[config.mk]
export PLATFORM = sky130hd
export DESIGN_NAME = imemfifo_ctl
export DESIGN_NICKNAME = d
export VERILOG_FILES = /design/src/rtl/imemfifo_ctl.sv
export SDC_FILE = /design/constraint.sdc
export NUM_CORES = 1
export LEC_CHECK = 0
export CAP_MARGIN = 20
export CORE_ASPECT_RATIO = 1.75
export CORE_MARGIN = 1.5
export CORE_UTILIZATION = 33
export CTS_CLUSTER_SIZE = 10
export DETAILED_ROUTE_END_ITERATION = 16
export SLEW_MARGIN = 25
export SYNTH_ARGS = -nofsm -noshare
export SYNTH_HDL_FRONTEND = slang
export SYNTH_SLANG_ARGS = --single-unit
[constraint.sdc]
create_clock -name clk -period 5.9 [get_ports clk]
set_clock_uncertainty 0.05 [all_clocks]
set_input_delay 0.59 -clock clk [delete_from_list [all_inputs] [get_ports clk]]
set_output_delay 0.59 -clock clk [all_outputs]
set_load 0.05 [all_outputs]
[src/rtl/imemfifo_ctl.sv]
// FIFO controller in front of a registered-port RAM: valid/ready in, valid/ready out,
// with a small skid buffer sized to cover the RAM read latency (WRLAT, RDLAT >= 1).
module imemfifo_ctl #(
    parameter int ADDRBIT = 9,
    parameter int DEPTH   = 512,
    parameter int WIDTH   = 32,
    parameter int WRLAT   = 1,
    parameter int RDLAT   = 2
) (
    input  logic               clk,
    input  logic               rst,
    input  logic               flush,
    input  logic               in_vld,
    output logic               in_rdy,
    input  logic [WIDTH-1:0]   in_dat,
    output logic               out_vld,
    input  logic               out_rdy,
    output logic [WIDTH-1:0]   out_dat,
    output logic [ADDRBIT+1:0] level,
    output logic [ADDRBIT-1:0] mem_wa,
    output logic               mem_we,
    output logic [WIDTH-1:0]   mem_di,
    output logic [ADDRBIT-1:0] mem_ra,
    output logic               mem_re,
    input  logic [WIDTH-1:0]   mem_do
);
    localparam int BUFD = RDLAT + 1;
    localparam int CW   = $clog2(BUFD + 1);
    localparam int OW   = ADDRBIT + 1;
    localparam int LW   = ADDRBIT + 2;
    localparam logic [ADDRBIT-1:0] LAST_A  = ADDRBIT'(DEPTH - 1);
    localparam logic [OW-1:0]      DEPTH_C = OW'(DEPTH);
    localparam logic [CW:0]        BUFD_C  = (CW + 1)'(BUFD);

    logic [ADDRBIT-1:0] wp_r, rp_r, wp_n, rp_n;
    logic [OW-1:0]      occ_r, avail_r, occ_n, avail_n;
    logic [WRLAT-1:0]   wpipe_r, wpipe_n;
    logic [RDLAT-1:0]   rpipe_r, rpipe_n;
    logic [CW-1:0]      outst_r, bufcnt_r, outst_n, bufcnt_n, widx_s;
    logic [CW:0]        inuse_s;
    logic [WIDTH-1:0]   bufm_r [BUFD];
    logic [WIDTH-1:0]   buf_n  [BUFD];
    logic               out_vld_r;
    logic [WIDTH-1:0]   out_dat_r;
    logic [LW-1:0]      level_r, level_n;
    logic               push_s, pop_s, issue_s, ret_s, wexit_s;

    // Handshakes, RAM port drive and read-credit decision.
    always_comb begin
        in_rdy  = (occ_r != DEPTH_C) & ~flush & ~rst;
        push_s  = in_vld & in_rdy;
        pop_s   = out_vld_r & out_rdy;
        wexit_s = wpipe_r[WRLAT-1];
        ret_s   = rpipe_r[RDLAT-1];
        // Reads in flight plus buffered words, after this cycle's pop, must leave a free slot.
        inuse_s = (CW + 1)'(outst_r) + (CW + 1)'(bufcnt_r) - (CW + 1)'(pop_s);
        issue_s = (avail_r != {OW{1'b0}}) & (inuse_s < BUFD_C) & ~flush;
        mem_we  = push_s;
        mem_wa  = wp_r;
        mem_di  = in_dat;
        mem_re  = issue_s;
        mem_ra  = rp_r;
    end

    // Next-state computation for pointers, counters, pulse pipes and the skid buffer.
    always_comb begin
        if (push_s) begin
            wp_n = (wp_r == LAST_A) ? {ADDRBIT{1'b0}} : wp_r + ADDRBIT'(1);
        end else begin
            wp_n = wp_r;
        end
        if (issue_s) begin
            rp_n = (rp_r == LAST_A) ? {ADDRBIT{1'b0}} : rp_r + ADDRBIT'(1);
        end else begin
            rp_n = rp_r;
        end
        occ_n    = occ_r + OW'(push_s) - OW'(issue_s);
        avail_n  = avail_r + OW'(wexit_s) - OW'(issue_s);
        outst_n  = outst_r + CW'(issue_s) - CW'(ret_s);
        bufcnt_n = bufcnt_r + CW'(ret_s) - CW'(pop_s);
        wpipe_n    = wpipe_r << 1'b1;
        wpipe_n[0] = push_s;
        rpipe_n    = rpipe_r << 1'b1;
        rpipe_n[0] = issue_s;
        // Head lives at index 0 so out_dat is a plain register copy of it.
        if (pop_s) begin
            for (int i = 0; i < BUFD - 1; i++) begin
                buf_n[i] = bufm_r[i + 1];
            end
            buf_n[BUFD-1] = bufm_r[BUFD-1];
        end else begin
            for (int i = 0; i < BUFD; i++) begin
                buf_n[i] = bufm_r[i];
            end
        end
        widx_s = bufcnt_r - CW'(pop_s);
        for (int i = 0; i < BUFD; i++) begin
            if (ret_s && (widx_s == CW'(i))) begin
                buf_n[i] = mem_do;
            end else begin
                buf_n[i] = buf_n[i];
            end
        end
        level_n = LW'(occ_n) + LW'(outst_n) + LW'(bufcnt_n);
    end

    // State registers with asynchronous reset and synchronous flush.
    always_ff @(posedge clk or posedge rst) begin
        if (rst) begin
            wp_r      <= {ADDRBIT{1'b0}};
            rp_r      <= {ADDRBIT{1'b0}};
            occ_r     <= {OW{1'b0}};
            avail_r   <= {OW{1'b0}};
            wpipe_r   <= {WRLAT{1'b0}};
            rpipe_r   <= {RDLAT{1'b0}};
            outst_r   <= {CW{1'b0}};
            bufcnt_r  <= {CW{1'b0}};
            out_vld_r <= 1'b0;
            out_dat_r <= {WIDTH{1'b0}};
            level_r   <= {LW{1'b0}};
            for (int i = 0; i < BUFD; i++) bufm_r[i] <= {WIDTH{1'b0}};
        end else if (flush) begin
            wp_r      <= {ADDRBIT{1'b0}};
            rp_r      <= {ADDRBIT{1'b0}};
            occ_r     <= {OW{1'b0}};
            avail_r   <= {OW{1'b0}};
            wpipe_r   <= {WRLAT{1'b0}};
            rpipe_r   <= {RDLAT{1'b0}};
            outst_r   <= {CW{1'b0}};
            bufcnt_r  <= {CW{1'b0}};
            out_vld_r <= 1'b0;
            out_dat_r <= {WIDTH{1'b0}};
            level_r   <= {LW{1'b0}};
            for (int i = 0; i < BUFD; i++) bufm_r[i] <= {WIDTH{1'b0}};
        end else begin
            wp_r      <= wp_n;
            rp_r      <= rp_n;
            occ_r     <= occ_n;
            avail_r   <= avail_n;
            wpipe_r   <= wpipe_n;
            rpipe_r   <= rpipe_n;
            outst_r   <= outst_n;
            bufcnt_r  <= bufcnt_n;
            out_vld_r <= (bufcnt_n != {CW{1'b0}});
            out_dat_r <= buf_n[0];
            level_r   <= level_n;
            for (int i = 0; i < BUFD; i++) bufm_r[i] <= buf_n[i];
        end
    end

    assign out_vld = out_vld_r;
    assign out_dat = out_dat_r;
    assign level   = level_r;
endmodule

* Yosys cells after proc, flatten, opt, wreduce, memory -nomap -nowiden
Index checks and enable logic that the tools add are counted.
** Operators by class
- $add $sub $neg :: 15
- $lt $le $gt $ge :: 1
- Equality and inequality tests :: 5
- Mux-type cells :: 20
- Bitwise logic cells :: 8
- Reductions and logical operators :: 10
** Operator list (number)
- $mux 96 :: 2
- $mux 32 :: 4
- $mux 9 :: 6
- $add 10x1->10 :: 2
- $mux 10 :: 2
- $sub 10x1->10 :: 2
- $add 9x1->9 const B :: 2
- $eq 9x9->1 const B :: 2
- $add 10x2->11 :: 1
- $add 11x2->11 :: 1
- $mux 11 :: 1
- $ne 10x10->1 const B :: 1
- $reduce_bool 10->1 :: 1
- $reduce_bool 2->1 :: 4
- $and 1x1->1 :: 6
- $mux 2 :: 3
- $sub 2x1->2 :: 3
- $add 2x1->2 :: 2
- $add 2x2->3 :: 1
- $logic_and 1x1->1 :: 3
- $lt 3x2->1 const B :: 1
- $reduce_bool 3->1 :: 1
- $sub 3x1->3 :: 1
- $eq 2x1->1 const B :: 1
- 4 further kinds :: 6
** Storage, ports and cells
- Register bits after elaboration :: 185
- Input bits :: 69
- Output and inout port bits :: 97
- Logic and storage cells :: 73

* Longest topological paths before layout
Gate-level depths: netlist of run 1.
- Depth after elaboration :: 10
- Gate-level depth with buffers :: 23
- Gate-level depth less buffers :: 23

* Least setup slack after synthesis of run 1
Ideal clock, no wire load.
- Path type :: reg2reg
- Start point :: register out_vld_r (netlist: out_vld)
- End point :: register level_r[9] (netlist: level[9])
- Setup time :: 132 ps
- Data arrival time :: 5634 ps
- Data required time :: 5718 ps
- Path slack :: 84 ps
- Cell stages (with the launch flop) :: 24
- Path buffers :: 0
- Period minus slack after synthesis :: 5816 ps
- Cell sequence :: dfrtp_1 > nand2_1 > xor2_1 > inv_1 > ha_1 > inv_1 > fa_1 > xor2_1 > o221ai_1 > nor2_1 > ha_1 > inv_1 > ha_1 > inv_1 > fa_1 > inv_1 > fa_1 > ha_1 > inv_1 > fa_1 > a2111oi_4 > nand4_1 > xnor2_1 > nor2_1
** Between the ends
- Cells in the longest elaborated chain, start to end :: 10
- Elaborated cells between the ends (all ways) :: 12
- Those cells by class :: 7 x add/sub; 1 x order compare; 1 x mux; 3 x bitwise
** RTL lines
- start: declaration :: RTL line 43 : logic out_vld_r;
- start signal: assignment :: RTL line 144 : out_vld_r <= (bufcnt_n != {CW{1'b0}});
- $and 1x1->1 * :: RTL line 52 : pop_s = out_vld_r & out_rdy;
- $sub 3x1->3 * :: RTL line 56 : inuse_s = (CW + 1)'(outst_r) + (CW + 1)'(bufcnt_r) - (CW + 1)'(pop_s);
- $lt 3x2->1 * :: RTL line 57 : issue_s = (avail_r != {OW{1'b0}}) & (inuse_s < BUFD_C) & ~flush;
- $and 1x1->1 * (2 in a row) :: RTL line 57
- net mem_re :: RTL line 24 : output logic mem_re,
- $add 2x1->2 :: RTL line 79 : outst_n = outst_r + CW'(issue_s) - CW'(ret_s);
- $sub 2x1->2 :: RTL line 79
- $add 10x2->11 * :: RTL line 104 : level_n = LW'(occ_n) + LW'(outst_n) + LW'(bufcnt_n);
- $add 11x2->11 * :: RTL line 104
- $mux 11 * :: RTL line 122 : end else if (flush) begin
- end signal: assignment :: RTL line 120 : level_r <= {LW{1'b0}};
- end signal: assignment :: RTL line 133 : level_r <= {LW{1'b0}};
- end signal: assignment :: RTL line 146 : level_r <= level_n;
- end: declaration :: RTL line 45 : logic [LW-1:0] level_r, level_n;
Mark *: on every way through the listed nets, which the timed path passes. The rest lies on a longest branch.
A chain may end at the register's enable or synchronous reset.

* Worst setup path in the final report of run 1
- Start point :: register out_vld_r (netlist: out_vld)
- End point :: register level_r[9] (netlist: level[9])
** Between the ends
- Cells in the longest elaborated chain, start to end :: 10
- Elaborated cells between the ends (all ways) :: 12
- Those cells by class :: 7 x add/sub; 1 x order compare; 1 x mux; 3 x bitwise
** RTL lines (RTL line)
- $and 1x1->1 * :: 52
- $sub 3x1->3 :: 56
- $lt 3x2->1 :: 57
- $and 1x1->1 (2 in a row) :: 57
- $add 2x1->2 :: 79
- $sub 2x1->2 :: 79
- $add 10x2->11 :: 104
- $add 11x2->11 * :: 104
- $mux 11 * :: 122
Mark *: on every way between the ends. The rest lies on a longest branch, timed or not.

==> impl_metrics.csv, run 1 <==
group,metric,value,unit
final_layout,mostFrequentLayoutCell,"dfrtp_1",
yosys,syn-num-nets,1048,
timing,relSlewSlack,49.4,%
place,place_congestion,0.774,
timing,fin_ws,0.763,ns
clock_tree,cts_buffers,17,
job,cap_viol_max_count,0,
place,io_buffers,101,
setup_path,crit_family,"adder cells",
clock_tree,clk_path_buf_depth,2,
routing,wirelength,20.2,mm
final_layout,n_antenna_cell,0,
setup_path,critPathCaptureType,"flip-flop",
global_route,grt_usage,16.2,%
outcome,run_status,"finished, final reports clean",
yosys,synth_cells,934,
timing,rsz0062_at_grt,"false",
timing,setup_violations,0,
yosys,muxShareOfSynthArea,0.119,%
timing,fin_crit,5.14,ns
routing,first_pass_iters,4,
min_path,holdPathStages,1,
routing,first_iter_violations,292,
timing,drv_slew,0,
yosys,synth-simple-area-share,20.8,%
power,p_sw_share,42.2,%
yosys,ys_types,48,
yosys,synth-edff-count,0,
clock_tree,h-tree-depth,4,
final_layout,final_layout_size_suffix_gt1_share,6.28,%
setup_path,worstReg2RegStart,"out_vld",
global_route,grt.overflow.total,0,
yosys,yosysTopAreaCell,"dfrtp_1",
clock_tree,clk_latency,0.44,ns
power,p_switching,2.10,mW
min_path,hold_end,"rpipe_r[1]",
timing,tightest_slew,0.759,ns
timing,fmax,195,MHz
yosys,synth_flop_cell,"dfrtp_1",
power,ir_drop,0.000267,V
yosys,synth_top_family_by_area,"simple AND/OR/NAND/NOR gates",
die,core,25100,um^2
timing,tns,0,ns
place,place_area,9200,um^2
setup_path,start_kind,"flip-flop",
setup_path,worstReg2RegEnd,"level[9]",
setup_path,slowest_stage,"fa_1",
power,p_per_area,508,nW/um^2
final_layout,area_growth,16.6,%
global_route,antenna_found_initial,1,
power,p_leak,4.10,nW
yosys,synth.top_cell.area_share,45.6,%
yosys,synth-adder-area-share,7.25,%
setup_path,arrival,5.39,ns
final_layout,final_cell_mix,"152 x dfrtp_1, 138 x nand2_1, 104 x nor2_1, 99 x clkdlybuf4s50_1, 69 x nand3_1",
global_route,grt_max_degree,76,
yosys,synth_seq_cells,153,
timing,finalHoldViolations,0,
final_layout,layout.nets,1057,
yosys,ys_seq_area_share,45.6,%
final_layout,design_area,9790,um^2
power,p_int,2.87,mW
routing,vias,6467,
die,start_util,33.4,%
place,dp_hpwl,12.8,mm
yosys,synth_area_leaders,"dfrtp_1 46%, a311oi_1 6.7%, nand2_1 6.3%",
setup_path,crit_path_max_fanout,4,
setup_path,r2r_cells,22,
die,die-area,26400,um^2
yosys,synthXorXnorAreaFrac,2.61,%
setup_path,crit_type,"flip-flop to flip-flop",
global_route,grt_pass1_wl,33.4,mm
setup_path,cp_num_buf_inv,6,
place,pre_cts_slack,0.430,ns
yosys,synth_compound_area_share,13.5,%
yosys,syn_area_per_cell,8.99,um^2
clock_tree,postCtsSetupBuffers,0,
die,die_w,124,um
clock_tree,cts_num_sinks,153,
routing,ant_nets,0,
die,die_y,214,um
die,rows,77,
timing,fin_crit_sh,87.1,%
routing,vias_per_cell,5.08,
min_path,hp-class,"flip-flop to flip-flop",
routing,wl_per_cell,15.9,um
yosys,ys_async_sr_fraction,100,%
min_path,hp-start,"rpipe_r[0]",
clock_tree,post_cts_resize_count,0,
routing,drcViolationCount,0,
setup_path,crit_required,6.15,ns
power,clockPowerShare,22.2,%
yosys,synthesis.area,8390,um^2
timing,hold_slack,0.417,ns
setup_path,crit_chain,"nand2_2 -> xor2_1 -> inv_1 -> ha_1 -> inv_1 -> fa_1 -> o221ai_1 -> nor2_1 -> ha_1 -> inv_1 -> ha_1 -> inv_1 -> fa_1 -> inv_1 -> fa_1 -> ha_1 -> inv_1 -> fa_1 -> a2111oi_4 -> nand4_1 -> xnor2_1 -> nor2_1",
yosys,synth_warnings,0,
clock_tree,cts_root_buffer,"clkbuf_16",
clock_tree,cts_tree,"yes",
global_route,first_global_vias,6504,
clock_tree,path_clk_slew,0.06,ns
power,combinationalPowerShare,50.6,%
power,sequentialPowerShare,27.2,%
setup_path,rrSetupSlack,0.76,ns
die,io_pins,166,
setup_path,slowest_delay,0.54,ns
setup_path,path_common_cell,"inv_1",
clock_tree,ctsHoldBuffers,0,
[state kept, by name, indices dropped and copies added, names as in the netlist]
| name | flops |
|---|---|
| rpipe_r | 2 |
| out_vld | 1 |
| mem_wa | 9 |
| bufm_r | 65 |
| bufcnt_r | 2 |
| occ_r | 10 |
| wexit_s | 1 |
| avail_r | 10 |
| mem_ra | 9 |
| out_dat | 31 |
| outst_r | 2 |
| level | 11 |
[synth_stat cells (all sizes together), types with 2 or more instances]
library cell and number:
xor2 11, or2 4, ha 39, a311oi 64, inv 39, nor2 104, nand4 4, and2 3
nor3 9, a21o 3, clkbuf 57, xnor2 14, o21bai 4, a21boi 2, and3 11, nor3b 3
a2111oi 2, or3 2, dfrtp 153, a21oi 47, nand2 140, buf 66, o21ai 29, nand3b 2
nand3 70, nor2b 13, nor4 3, fa 6, nand2b 15, o31ai 2
[area by class of cell]
type	count	area [um^2]
clock buffer	20	467
clock inverter	12	123
fill	2499	15400
inverter	39	151
multi-input combinational	619	3730
sequential	153	3830
tap	316	395
timing repair buffer	113	1100
[layer usage]
layer | global-route usage (%) | vias up | wire length, um
li1 | - | 3147 | -
met1 | 18.6 | 3159 | 8280
met2 | 28.4 | 133 | 10600
met3 | 3.94 | 26 | 786
met4 | 6.40 | 2 | 464
met5 | 0 | - | 17
[power by group through the flow]
stage | clock network, mW | logic [mW] | registers, mW
2_1_floorplan | 0 | 1.92 | 1.48
3_3_place_gp | 0 | 2.50 | 1.37
3_5_place_dp | 0 | 2.54 | 1.37
4_1_cts | 1.14 | 2.55 | 1.36
5_1_grt | 1.19 | 2.82 | 1.37
6_report | 1.10 | 2.52 | 1.35
[per-stage QoR]
| step | utilization (%) | std cells | power (mW) |
|---|---|---|---|
| 6_report | 38.9 | 1272 | 4.97 |
| 3_5_place_dp | 36.6 | 1240 | 3.91 |
| 3_3_place_gp | 36.6 | 1240 | 3.88 |
| 4_1_cts | 38.9 | 1272 | 5.05 |
| 5_1_grt | 38.9 | 1272 | 5.38 |
| 2_1_floorplan | - | 934 | 3.40 |
[worst max path at each step]
stage             from  endpoint  slack [ns]  depth (start not counted)
2_1_floorplan  out_vld  level[9]        0.08                         23
3_3_place_gp   out_rdy  level[9]        0.52                         23
3_5_place_dp   out_rdy  level[9]        0.43                         23
4_1_cts        out_vld  level[9]        0.72                         22
5_1_grt        out_vld  level[9]        0.40                         22
6_report       out_vld  level[9]        0.76                         22
[logic make-up after synthesis]
group | count (synthesis)
xor gates and xnor gates | 25
buffers and inverters | 162
and+or+nand+nor | 386
AOI/OAI and AO/OA | 162
DFF | 153
adders and majority gates | 45
muxes | 1
No activity file was read; power rests on OpenSTA's default activity.
==> inputs of run 2 (changes only) <==
CELL_PAD_IN_SITES_DETAIL_PLACEMENT = 0   (was default)
CELL_PAD_IN_SITES_GLOBAL_PLACEMENT = 1   (was default)
PLACE_DENSITY_LB_ADDON = 0.1   (was default)
==> impl_metrics.csv, run 2 (synthesis gave the netlist of run 1 again) <==
group,metric,value,unit
global_route,antenna_found_initial,2,
timing,drv_slew,0,
clock_tree,postCtsSetupBuffers,0,
timing,tightest_slew,0.838,ns
routing,wl_per_cell,17.1,um
setup_path,worstReg2RegStart,"out_vld",
setup_path,crit_path_max_fanout,4,
routing,vias,6543,
final_layout,final_cell_mix,"152 x dfrtp_1, 138 x nand2_1, 104 x nor2_1, 99 x clkdlybuf4s50_1, 68 x nand3_1",
timing,fin_crit,5.22,ns
routing,first_iter_violations,344,
clock_tree,cts_tree,"yes",
timing,fin_crit_sh,88.4,%
setup_path,crit_type,"flip-flop to flip-flop",
final_layout,fin_cells,1267,
setup_path,worstReg2RegEnd,"level[9]",
final_layout,nFillCells,2532,
setup_path,slowest_delay,0.55,ns
outcome,run_status,"finished, final reports clean",
place,dp_cells,1238,
die,core,25100,um^2
place,place_area,9190,um^2
global_route,grt_max_degree,73,
setup_path,crit_chain,"nand2_2 -> xor2_1 -> inv_1 -> ha_1 -> inv_1 -> fa_1 -> o221ai_1 -> nor2_1 -> ha_1 -> inv_1 -> ha_1 -> inv_1 -> fa_1 -> inv_1 -> fa_1 -> ha_1 -> inv_1 -> fa_1 -> a2111oi_4 -> nand4_1 -> xnor2_1 -> nor2_1",
place,place_congestion,0.756,
timing,fmax,192,MHz
timing,rsz0062_at_grt,"false",
job,cap_viol_max_count,0,
clock_tree,h-tree-depth,4,
timing,relSlewSlack,44.0,%
final_layout,area_growth,15.8,%
timing,finalHoldViolations,0,
final_layout,final_layout_size_suffix_gt1_share,5.26,%
global_route,grt_usage,17.5,%
setup_path,crit_cells,22,
place,dp_hpwl,13.5,mm
routing,ant_nets,0,
power,ir_drop,0.000382,V
routing,wirelength,21.7,mm
clock_tree,ctsHoldBuffers,0,
final_layout,n_antenna_cell,0,
setup_path,arrival,5.47,ns
power,p_per_area,509,nW/um^2
setup_path,crit_family,"adder cells",
routing,first_pass_iters,4,
die,rows,77,
die,io_pins,166,
final_layout,largest_reg_flops,65,
setup_path,r2r_cells,22,
setup_path,endpoint,"level[9]",
setup_path,crit_required,6.16,ns
power,p_leak,4.06,nW
routing,vias_per_cell,5.16,
timing,tns,0,ns
clock_tree,clk_path_buf_depth,2,
setup_path,slowest_stage,"fa_1",
clock_tree,cts_num_sinks,153,
die,die_w,124,um
clock_tree,cts_buffers,17,
place,io_buffers,101,
clock_tree,clk_latency,0.44,ns
setup_path,rrSetupSlack,0.68,ns
setup_path,critPathLaunch,"out_vld",
final_layout,design_area,9720,um^2
setup_path,start_kind,"flip-flop",
routing,drcViolationCount,0,
final_layout,regMostFlops,"bufm_r",
timing,setup_violations,0,
min_path,hp-class,"flip-flop to flip-flop",
setup_path,path_common_cell,"inv_1",
final_layout,layout.nets,1055,
global_route,grt.overflow.total,0,
clock_tree,cts_root_buffer,"clkbuf_16",
die,die_y,214,um
global_route,first_global_vias,6761,
global_route,grt_pass1_wl,36.0,mm
final_layout,mostFrequentLayoutCell,"dfrtp_1",
setup_path,cp_num_buf_inv,6,
clock_tree,post_cts_resize_count,0,
clock_tree,path_clk_slew,0.06,ns
die,start_util,33.4,%
die,die-area,26400,um^2
setup_path,critPathCaptureType,"flip-flop",
==> run 2: final cells by class <==
| cell class | count | area, um^2 | share of cell area [%] |
|---|---|---|---|
| timing repair buffer | 111 | 1080 | 11.1 |
| clock buffer | 25 | 465 | 4.79 |
| multi-input combinational | 619 | 3730 | 38.4 |
| tap | 316 | 395 | 4.07 |
| clock inverter | 4 | 70.1 | 0.721 |
| inverter | 39 | 151 | 1.56 |
| sequential | 153 | 3830 | 39.4 |
==> run 2: how the worst min path moves through the flow <==
stage / slack (ns) / startpoint / cells after the start / endpoint
2_1_floorplan: 0.39 / rpipe_r[0] / 1 / rpipe_r[1]
3_3_place_gp: 0.40 / rpipe_r[0] / 1 / rpipe_r[1]
3_5_place_dp: 0.40 / rpipe_r[0] / 1 / rpipe_r[1]
4_1_cts: 0.41 / rpipe_r[0] / 1 / rpipe_r[1]
5_1_grt: 0.45 / rpipe_r[0] / 1 / rpipe_r[1]
6_report: 0.41 / rpipe_r[0] / 1 / rpipe_r[1]
==> run 2: power by group <==
| group | switching (mW) | internal, mW |
|---|---|---|
| Combinational | 1.57 | 0.968 |
| Sequential | 0.106 | 1.25 |
| Clock | 0.428 | 0.625 |
| Total | 2.10 | 2.84 |
==> run 2: through the flow <==
step / hold WS, ns / worst slack (ns) / util (%) / power [mW]
after floorplan: 0.389 / 0.0843 / - / 3.40
after detailed placement: 0.399 / 0.334 / 36.5 / 3.94
after global routing: 0.450 / 0.322 / 38.7 / 5.37
after global placement: 0.403 / 0.394 / 36.5 / 3.95
after CTS: 0.414 / 0.630 / 38.7 / 5.05
final: 0.411 / 0.684 / 38.7 / 4.95
==> run 2: per-layer routing <==
layer / track usage, % / wire length, um / part of all wire, %
met3: 4.24 / 884 / 4.1
met4: 5.52 / 305 / 1.4
met1: 20.7 / 9150 / 42
met2: 30.8 / 11300 / 52
met5: 0 / 22 / 0.10
==> run 2: worst reg2reg max path, stage by stage, from the launching register on <==
cell and delay, ns:
dfrtp_2 0.40, nand2_2 0.10, xor2_1 0.31, inv_1 0.13, ha_1 0.20, inv_1 0.07, fa_1 0.40, o221ai_1 0.33
nor2_1 0.11, ha_1 0.31, inv_1 0.05, ha_1 0.15, inv_1 0.05, fa_1 0.50, inv_1 0.06, fa_1 0.55
ha_1 0.16, inv_1 0.06, fa_1 0.46, a2111oi_4 0.28, nand4_1 0.16, xnor2_1 0.15, nor2_1 0.05
